==> config.mk <==
export PLATFORM = sky130hd
export DESIGN_NAME = im_fetch_unit
export DESIGN_NICKNAME = d
export VERILOG_FILES = /design/src/rtl/im_pkg.sv /design/src/rtl/im_prefetch_buf.sv /design/src/rtl/im_fetch_unit.sv
export SDC_FILE = /design/constraint.sdc
export NUM_CORES = 2
export LEC_CHECK = 0
export ABC_AREA = 1
export BUFFER_PORTS_ARGS = -buffer_cell sky130_fd_sc_hd__buf_2
export CORE_UTILIZATION = 46
export CTS_CLUSTER_DIAMETER = 150
export DETAILED_ROUTE_END_ITERATION = 16
export GPL_TIMING_DRIVEN = 0
export SLEW_MARGIN = 10
export SYNTH_ARGS = -nofsm -noshare
export SYNTH_HDL_FRONTEND = slang
export SYNTH_SLANG_ARGS = --single-unit
==> constraint.sdc <==
create_clock -name clk -period 4.74 [get_ports clk]
set_input_delay 0.237 -clock clk [delete_from_list [all_inputs] [get_ports clk]]
set_output_delay 0.237 -clock clk [all_outputs]
set_load 0.02 [all_outputs]
==> src/rtl/im_pkg.sv <==
// Shared definitions for the instruction fetch unit: FSM encodings, fault bit
// positions, wait-state limit and the byte-address to word-index helper.
package im_pkg;

  typedef logic [1:0] im_state_t;

  localparam im_state_t ST_IDLE = 2'd0;
  localparam im_state_t ST_WAIT = 2'd1;
  localparam im_state_t ST_RESP = 2'd2;

  localparam int FAULT_MISALIGN = 0;
  localparam int FAULT_RANGE    = 1;

  localparam int WAIT_CYCLES_MAX = 7;

  // The caller truncates the result to its own index width.
  function automatic int unsigned word_index(input logic [31:0] byte_addr,
                                             input int unsigned depth);
    return (byte_addr >> 2) & (depth - 1);
  endfunction

endpackage

==> src/rtl/im_prefetch_buf.sv <==
// One-entry next-line buffer: byte-address tag, data word and valid flag.
// A write to the buffered word invalidates it, including one racing the fill.
module im_prefetch_buf #(
  parameter int ADDR_W = 32,
  parameter int DATA_W = 32
) (
  input  logic              clk,
  input  logic              rst,
  input  logic              fill_en_i,
  input  logic [ADDR_W-1:0] fill_addr_i,
  input  logic [DATA_W-1:0] fill_data_i,
  input  logic              inv_en_i,
  input  logic [ADDR_W-1:0] inv_addr_i,
  output logic              valid_o,
  output logic [ADDR_W-1:0] tag_o,
  output logic [DATA_W-1:0] data_o
);

  logic              valid_q;
  logic [ADDR_W-1:0] tag_q;
  logic [DATA_W-1:0] data_q;

  always_ff @(posedge clk or posedge rst) begin
    if (rst) begin
      valid_q <= 1'b0;
      tag_q   <= '0;
      data_q  <= '0;
    end else if (fill_en_i) begin
      valid_q <= !(inv_en_i && (inv_addr_i == fill_addr_i));
      tag_q   <= fill_addr_i;
      data_q  <= fill_data_i;
    end else if (inv_en_i && (inv_addr_i == tag_q)) begin
      valid_q <= 1'b0;
    end
  end

  assign valid_o = valid_q;
  assign tag_o   = tag_q;
  assign data_o  = data_q;

endmodule

==> src/rtl/im_fetch_unit.sv <==
// Writable instruction memory with request/response fetch handshake, wait
// states and fault reporting. Define IM_PREFETCH_EN for the next-line buffer.
module im_fetch_unit
  import im_pkg::*;
#(
  parameter int    DATA_W      = 32,
  parameter int    ADDR_W      = 32,
  parameter int    DEPTH       = 64,
  parameter int    WAIT_CYCLES = 0,
  parameter string INIT_FILE   = ""
) (
  input  logic              clk,
  input  logic              rst,
  input  logic              req_valid,
  output logic              req_ready,
  input  logic [ADDR_W-1:0] pc_in,
  output logic              resp_valid,
  input  logic              resp_ready,
  output logic [DATA_W-1:0] instruction,
  output logic [1:0]        fault,
  input  logic              ld_en,
  input  logic [ADDR_W-1:0] ld_addr,
  input  logic [DATA_W-1:0] ld_data
);

  localparam int IDX_W = $clog2(DEPTH);
  localparam int CNT_W = $clog2(WAIT_CYCLES_MAX + 1);
  localparam logic [ADDR_W:0] LIMIT = (ADDR_W + 1)'(DEPTH * 4);
  // Images are preloaded by the device flow; runtime contents come from ld_*.
  localparam bit unused_init_file = (INIT_FILE != "");

  function automatic logic [1:0] calc_fault(input logic [ADDR_W-1:0] a);
    logic [1:0] f;
    f = '0;
    f[FAULT_MISALIGN] = |a[1:0];
    f[FAULT_RANGE]    = ({1'b0, a} >= LIMIT);
    return f;
  endfunction

  function automatic logic [IDX_W-1:0] idx_of(input logic [ADDR_W-1:0] a);
    return IDX_W'(word_index(32'(a), DEPTH));
  endfunction

  logic [DATA_W-1:0] mem_q [DEPTH];

  im_state_t         state_q, state_d;
  logic [CNT_W-1:0]  cnt_q, cnt_d;
  logic [ADDR_W-1:0] pc_q, pc_d;
  logic [DATA_W-1:0] instr_q;
  logic [1:0]        fault_q;

  logic              rd_en;
  logic [ADDR_W-1:0] rd_addr;
  logic [1:0]        rd_fault;
  logic              hit_take;
  logic              pf_hit;
  logic [DATA_W-1:0] pf_data;
  logic              ld_ok;

  assign ld_ok    = ld_en && (ld_addr[1:0] == 2'b00) && ({1'b0, ld_addr} < LIMIT);
  assign rd_fault = calc_fault(rd_addr);

  always_comb begin
    state_d  = state_q;
    cnt_d    = cnt_q;
    pc_d     = pc_q;
    rd_en    = 1'b0;
    rd_addr  = pc_q;
    hit_take = 1'b0;
    case (state_q)
      ST_IDLE: begin
        if (req_valid) begin
          pc_d = pc_in;
          if (pf_hit) begin
            state_d  = ST_RESP;
            hit_take = 1'b1;
          end else if (WAIT_CYCLES == 0) begin
            state_d = ST_RESP;
            rd_en   = 1'b1;
            rd_addr = pc_in;
          end else begin
            state_d = ST_WAIT;
            cnt_d   = CNT_W'(WAIT_CYCLES);
          end
        end
      end
      ST_WAIT: begin
        if (cnt_q <= CNT_W'(1)) begin
          state_d = ST_RESP;
          rd_en   = 1'b1;
          cnt_d   = '0;
        end else begin
          cnt_d = cnt_q - CNT_W'(1);
        end
      end
      ST_RESP: begin
        if (resp_ready) begin
          state_d = ST_IDLE;
        end
      end
      default: state_d = ST_IDLE;
    endcase
  end

  // The output word is sampled only on entry to RESP, so it stays stable while stalled.
  always_ff @(posedge clk or posedge rst) begin
    if (rst) begin
      state_q <= ST_IDLE;
      cnt_q   <= '0;
      pc_q    <= '0;
      instr_q <= '0;
      fault_q <= '0;
    end else begin
      state_q <= state_d;
      cnt_q   <= cnt_d;
      pc_q    <= pc_d;
      if (rd_en) begin
        fault_q <= rd_fault;
        instr_q <= (|rd_fault) ? '0 : mem_q[idx_of(rd_addr)];
      end else if (hit_take) begin
        fault_q <= '0;
        instr_q <= pf_data;
      end
    end
  end

  always_ff @(posedge clk) begin
    if (ld_ok) begin
      mem_q[idx_of(ld_addr)] <= ld_data;
    end
  end

`ifdef IM_PREFETCH_EN
  logic              fill_pend_q;
  logic              fill_en;
  logic [ADDR_W-1:0] nxt_addr;
  logic              pf_valid;
  logic [ADDR_W-1:0] pf_tag;

  assign nxt_addr = pc_q + ADDR_W'(4);
  assign fill_en  = fill_pend_q && (state_q == ST_IDLE) && ({1'b0, nxt_addr} < LIMIT);
  // A request during the fill cycle must take the normal path.
  assign pf_hit   = pf_valid && !fill_pend_q && (pc_in == pf_tag);

  always_ff @(posedge clk or posedge rst) begin
    if (rst) begin
      fill_pend_q <= 1'b0;
    end else begin
      fill_pend_q <= (state_q == ST_RESP) && resp_ready && (fault_q == 2'b00);
    end
  end

  im_prefetch_buf #(
    .ADDR_W(ADDR_W),
    .DATA_W(DATA_W)
  ) u_pf_buf (
    .clk        (clk),
    .rst        (rst),
    .fill_en_i  (fill_en),
    .fill_addr_i(nxt_addr),
    .fill_data_i(mem_q[idx_of(nxt_addr)]),
    .inv_en_i   (ld_ok),
    .inv_addr_i (ld_addr),
    .valid_o    (pf_valid),
    .tag_o      (pf_tag),
    .data_o     (pf_data)
  );
`else
  assign pf_hit  = 1'b0;
  assign pf_data = '0;
`endif

  assign req_ready   = (state_q == ST_IDLE);
  assign resp_valid  = (state_q == ST_RESP);
  assign instruction = instr_q;
  assign fault       = fault_q;

endmodule

# == After elaboration in Yosys (flattened, before gate mapping) ==
# Memories as Yosys holds them, arrays and structs flattened.
# Cells that the tools add are included.
# word_totals
regBits,71
ramBits,2048
input_bits,101
out_inout_bits,36
wordCells,37
n_memories,1
# op_classes
n_addsub,1
n_lt_le_gt_ge,3
n_eq_ne,5
n_mux,15
n_reduce_logical,7
# mem_list
name,words,width,read_ports,rd_clocked_by_memory_dff,write_ports,line_no,rtl
mem_q,64,32,1,0,1,im_fetch_unit.sv:44,logic [DATA_W-1:0] mem_q [DEPTH];
# ops
operator,count
$mux W32,4
$ge A32 B9 Y1 const B,1
$lt A32 B9 Y1 const B,1
$mux W2,4
$pmux W2 S3,1
$logic_not A2 Y1,2
$mux W1,4
$ne A2 B2 Y1 const B,2
$le A3 B1 Y1 const B,1
$mux W3,1
$reduce_and A3 Y1,1
$reduce_or A3 Y1,1
$sub A3 B1 Y3 const B,1
$eq A2 B1 Y1 const B,1
$eq A2 B2 Y1 const B,1
$logic_and A1 B1 Y1,2
$ne A2 B1 Y1 const B,1
$pmux W1 S2,1
$reduce_or A2 Y1,1

# == Logic depth before layout (Yosys ltp) ==
# depth
depth_word,6
depth_mapped,16
mapped_depth_nobuf,14

# == Worst setup path after synthesis ==
# OpenSTA, ideal clock, no wires.
# synth_path
path_type,input -> register
from,input port ld_addr[1]
to,memory mem_q[0][0] (enable)
setup_time_ns,0.421
arrival_ns,2.574
t_required_ns,4.319
setup_slack_ns,1.744
stages,5
path_buffers,0
path_cell_list,nor4_1 > nand4_1 > nor2_1 > nand3_1 > nor2_1
# synth_via
elab_chain_len,5
elab_cells_between_ends,6
cone_classes,1 x order compare; 2 x mux; 3 x reduce/logical
# synth_lines
item,line_no,rtl
from (decl),im_fetch_unit.sv:22,"input logic [ADDR_W-1:0] ld_addr,"
branches (longest 2 deep; another with $lt A32 B9 Y1),--,
$logic_and A1 B1 Y1 *,im_fetch_unit.sv:60,"assign ld_ok = ld_en && (ld_addr[1:0] == 2'b00) && ({1'b0, ld_addr} < LIMIT);"
$mux W1 *,im_fetch_unit.sv:128,if (ld_ok) begin
$mux W1 (not written as such) *,im_fetch_unit.sv:129,mem_q[idx_of(ld_addr)] <= ld_data;
to (decl),im_fetch_unit.sv:44,
# Mark *: on every way between the ends.

# == Final worst setup path ==
# layout_path
from,register state_q[1]
to,register instr_q[14] (netlist: instruction[14])
# layout_via
elab_chain_len,6
elab_cells_between_ends,9
cone_classes,1 x order compare; 1 x eq/ne; 4 x mux; 2 x reduce/logical; 1 x memory
# layout_lines
item,line_no,rtl
from (decl),im_fetch_unit.sv:46,"im_state_t state_q, state_d;"
from (signal assigned),im_fetch_unit.sv:114,state_q <= state_d;
$logic_not A2 Y1,im_fetch_unit.sv:70,case (state_q)
$mux W32,im_fetch_unit.sv:70,
$ge A32 B9 Y1,im_fetch_unit.sv:36,"f[FAULT_RANGE] = ({1'b0, a} >= LIMIT);"
$reduce_or A3 Y1,im_fetch_unit.sv:119,instr_q <= (|rd_fault) ? '0 : mem_q[idx_of(rd_addr)];
$mux W32,im_fetch_unit.sv:119,
$mux W32,im_fetch_unit.sv:117,if (rd_en) begin
to (signal assigned),im_fetch_unit.sv:119,
to (signal assigned),im_fetch_unit.sv:122,instr_q <= pf_data;
to (decl),im_fetch_unit.sv:49,logic [DATA_W-1:0] instr_q;
# Several ways; a longest one is shown, not always the timed one. The select of a mux whose other input is x is not followed.
# A chain may end at the register's enable or synchronous reset.

==> results.py <==
metrics = {
    "synthesis": {
        "synth_edf_count": 2048,
        "synth.distinct_cells": 31,
        "synth_nets": 7246,
        "yosysMostFrequentCell": "nand3_1",
        "yosysSeqAreaShare": 0.739,
        "synth.avg_cell_area_sq_um": 12.0,
        "netlist.area_leader.share": 0.720,
        "synth_common_cells": "nand3_1 (2,204), edfxtp_1 (2,048), nand2_1 (1,986)",
        "ys_top_cells_by_area": "edfxtp_1 (72%), nand3_1 (13%), nand2_1 (8.7%), dfrtp_1 (2.0%), buf_2 (1.9%)",
        "syn_inst": 7145,
        "ys_seq_elements": 2115,
        "yosysWarnings": 0,
        "synth_top_area_cell": "edfxtp_1",
        "syn_area_sq_um": 85500,
        "async_flop_share": 0.0317,
        "synthFlopType": "edfxtp_1",
    },
    "die": {
        "num_rows": 157,
        "die_w_um": 433,
        "fp.dieH_um": 433,
        "io_pins": 137,
        "core_area_sq_um": 184000,
        "dieArea_sq_um": 188000,
        "initial_core_util": 0.465,
    },
    "timing": {
        "fmax_mhz": 218,
        "rsz0062_at_grt": "false",
        "slew_headroom": 0.0676,
        "hold_violations": 0,
        "slew_viol_final": 0,
        "period_needed_ps": 4580,
        "setup_viol": 0,
        "fin_worst_skew_ps": 53.3,
        "fin_crit_sh": 0.966,
        "worst_slew_pin_slew_ps": 1400,
        "setup_tns_ps": 0,
        "fin_hold_ws_ps": 25.7,
    },
    "drt": {
        "postRouteAntennaNets": 0,
        "drt_pass1_iterations": 7,
        "drc": 0,
        "vias": 64067,
        "wl_per_cell_um": 32.4,
        "viasPerCell": 6.18,
        "drt-initial-drc-count": 11453,
        "wl_um": 336000,
    },
    "hold_path": {
        "min_to": "mem_q[31][8]$_DFFE_PP_",
        "min_path_type": "primary input to flip-flop",
        "min_from": "ld_data[8]",
        "whs_path_depth": 1,
    },
    "job": {
        "maxCapViolations": 0,
    },
    "power": {
        "irDropWorstVdd_v": 0.000376,
        "total_leakage_power_nw": 36.2,
        "p_per_area_nw_per_um2": 472,
    },
    "critical_path": {
        "crit_path_max_fanout": 10,
        "cp.arrival_ps": 5330,
        "rr_worst_depth": 11,
        "r2r_end": "instruction[14]$_DFFE_PP0P_",
        "rrSetupSlack_ps": 160,
        "r2r_start": "state_q[1]$_DFFE_PP0P_",
        "cp.required_ps": 5490,
        "crit_type": "flip-flop to flip-flop",
        "cp-end-kind": "flip-flop",
        "cp-start-kind": "flip-flop",
    },
    "place": {
        "dp_hpwl_um": 228000,
        "gp_congestion": 0.973,
        "post_dp_cell_area_sq_um": 92600,
        "port-buffer-count": 136,
    },
    "clock_network": {
        "root_buffer": "clkbuf_16",
        "htreeDepth": 4,
        "numCtsBuffers": 217,
        "clk_path_buf_depth": 3,
        "clk_latency_ps": 900,
        "cts_sinks": 2115,
        "path_clk_slew_ps": 60,
        "cts_tree": "done",
    },
    "global_routing": {
        "use_met3": 0.0931,
        "top_usage_layer": "met2",
        "grt_antenna_before_repair": 19,
        "grt_remaining_overflow": 0,
        "grtUsageTotal": 0.355,
        "met2_usage": 0.522,
        "grt_pass1_vias": 59299,
        "grtUsageMet1": 0.470,
        "grt_max_degree": 65,
        "grt_first_pass_wirelength_um": 459000,
    },
    "outcome": {
        "outcome": "finished clean",
    },
    "layout": {
        "drive_above_1_share": 0.125,
        "final_cell_area_sq_um": 100000,
        "areaGrowthSynthToFinish_pct": 17.5,
        "fin_util": 0.546,
        "fillers": 15273,
        "fin_nets": 7800,
    },
}
registers in the layout, summed over array words and instances (netlist names):
name	flops
state_q	1
instruction	32
pc_q	32
fault	2
mem_q	2048
final cells by class:
cell class	instances	area, sq um	area share
clock inverter	111	1010	0.0101
inverter	197	742	0.00739
multi-input combinational	4364	19800	0.197
timing repair buffer	335	4340	0.0432
clock buffer	295	5970	0.0594
antenna	13	32.5	0.000324
tap	2464	3080	0.0307
sequential	2115	63200	0.629
buffer	469	2230	0.0222
power by group:
part	internal [mW]	total, mW	switching [mW]
registers	20.6	20.6	0.0176
clock network	9.74	17.1	7.39
logic	2.25	9.68	7.43
total	32.5	47.4	14.8
critical path: stages (launching register included):
cell      delay [ps]
dfrtp_1          390
inv_2            110
nand2_4          120
buf_6            170
buf_2            280
o21ai_2          960
inv_2            420
clkbuf_1         580
nand3_1          510
nand3_1          490
nand3_1          320
nand2_1           70
through the flow:
| step | total power [mW] | std cells | setup WS [ps] |
|---|---|---|---|
| 2_1_floorplan | 25.8 | 7145 | 1740 |
| 3_3_place_gp | 30.0 | 9745 | -1900 |
| 4_1_cts | 46.9 | 10338 | 477 |
| 3_5_place_dp | 30.1 | 9874 | 482 |
| 5_1_grt | 48.4 | 10350 | 411 |
| 6_report | 47.4 | 10363 | 163 |
how the worst max path moves through the flow:
stage / depth (start not counted) / slack (ps) / end / startpoint
6_report: 11 / 160 / instruction[14]$_DFFE_PP0P_ / state_q[1]$_DFFE_PP0P_
5_1_grt: 11 / 410 / instruction[14]$_DFFE_PP0P_ / state_q[1]$_DFFE_PP0P_
4_1_cts: 11 / 480 / instruction[17]$_DFFE_PP0P_ / state_q[1]$_DFFE_PP0P_
3_5_place_dp: 11 / 480 / instruction[17]$_DFFE_PP0P_ / state_q[1]$_DFFE_PP0P_
3_3_place_gp: 6 / -1900 / mem_q[25][6]$_DFFE_PP_ / ld_addr[18]
2_1_floorplan: 5 / 1740 / mem_q[0][0]$_DFFE_PP_ / ld_addr[1]
cells by family (layout without fill, tap and decap cells):
group,Yosys count,after routing,share of synthesized area
AND/OR/NAND/NOR,4335,4335,0.224
multiplexers,1,1,0.000117
flip-flops,2115,2115,0.739
AO/OA/AOI/OAI,28,28,0.00202
other,0,13,0
buffers and inverters,666,1407,0.0347
cells in the final DEF, fill, tap and decap left out, drive strengths merged:
master and n:
dfrtp 67, clkbuf 408, or2 5, nand4 6
nor2 113, nor4 6, bufinv 18, and2 1
o21a 1, inv 203, edfxtp 2048, nand3 2205
clkinv 84, mux2i 1, nor3 5, clkinvlp 3
nand3b 4, buf 621, nand2 1990, o21ai 27
dlygate4sd3 70, diode 13
layer usage:
| metal | part of all wire | vias up |
|---|---|---|
| li1 | - | 26579 |
| met5 | 0.00048 | - |
| met1 | 0.36 | 31302 |
| met2 | 0.43 | 5096 |
| met3 | 0.14 | 1080 |
| met4 | 0.075 | 10 |
what timing repair did:
action / in CTS / in global routing
hold buffers: 58 / 12
gates resized for setup: 0 / 0
setup buffers: 0 / 0
endpoints found under the setup margin: 0 / 0
endpoints found under the hold margin: 411 / 187
No activity file was read; power rests on OpenSTA's default activity.
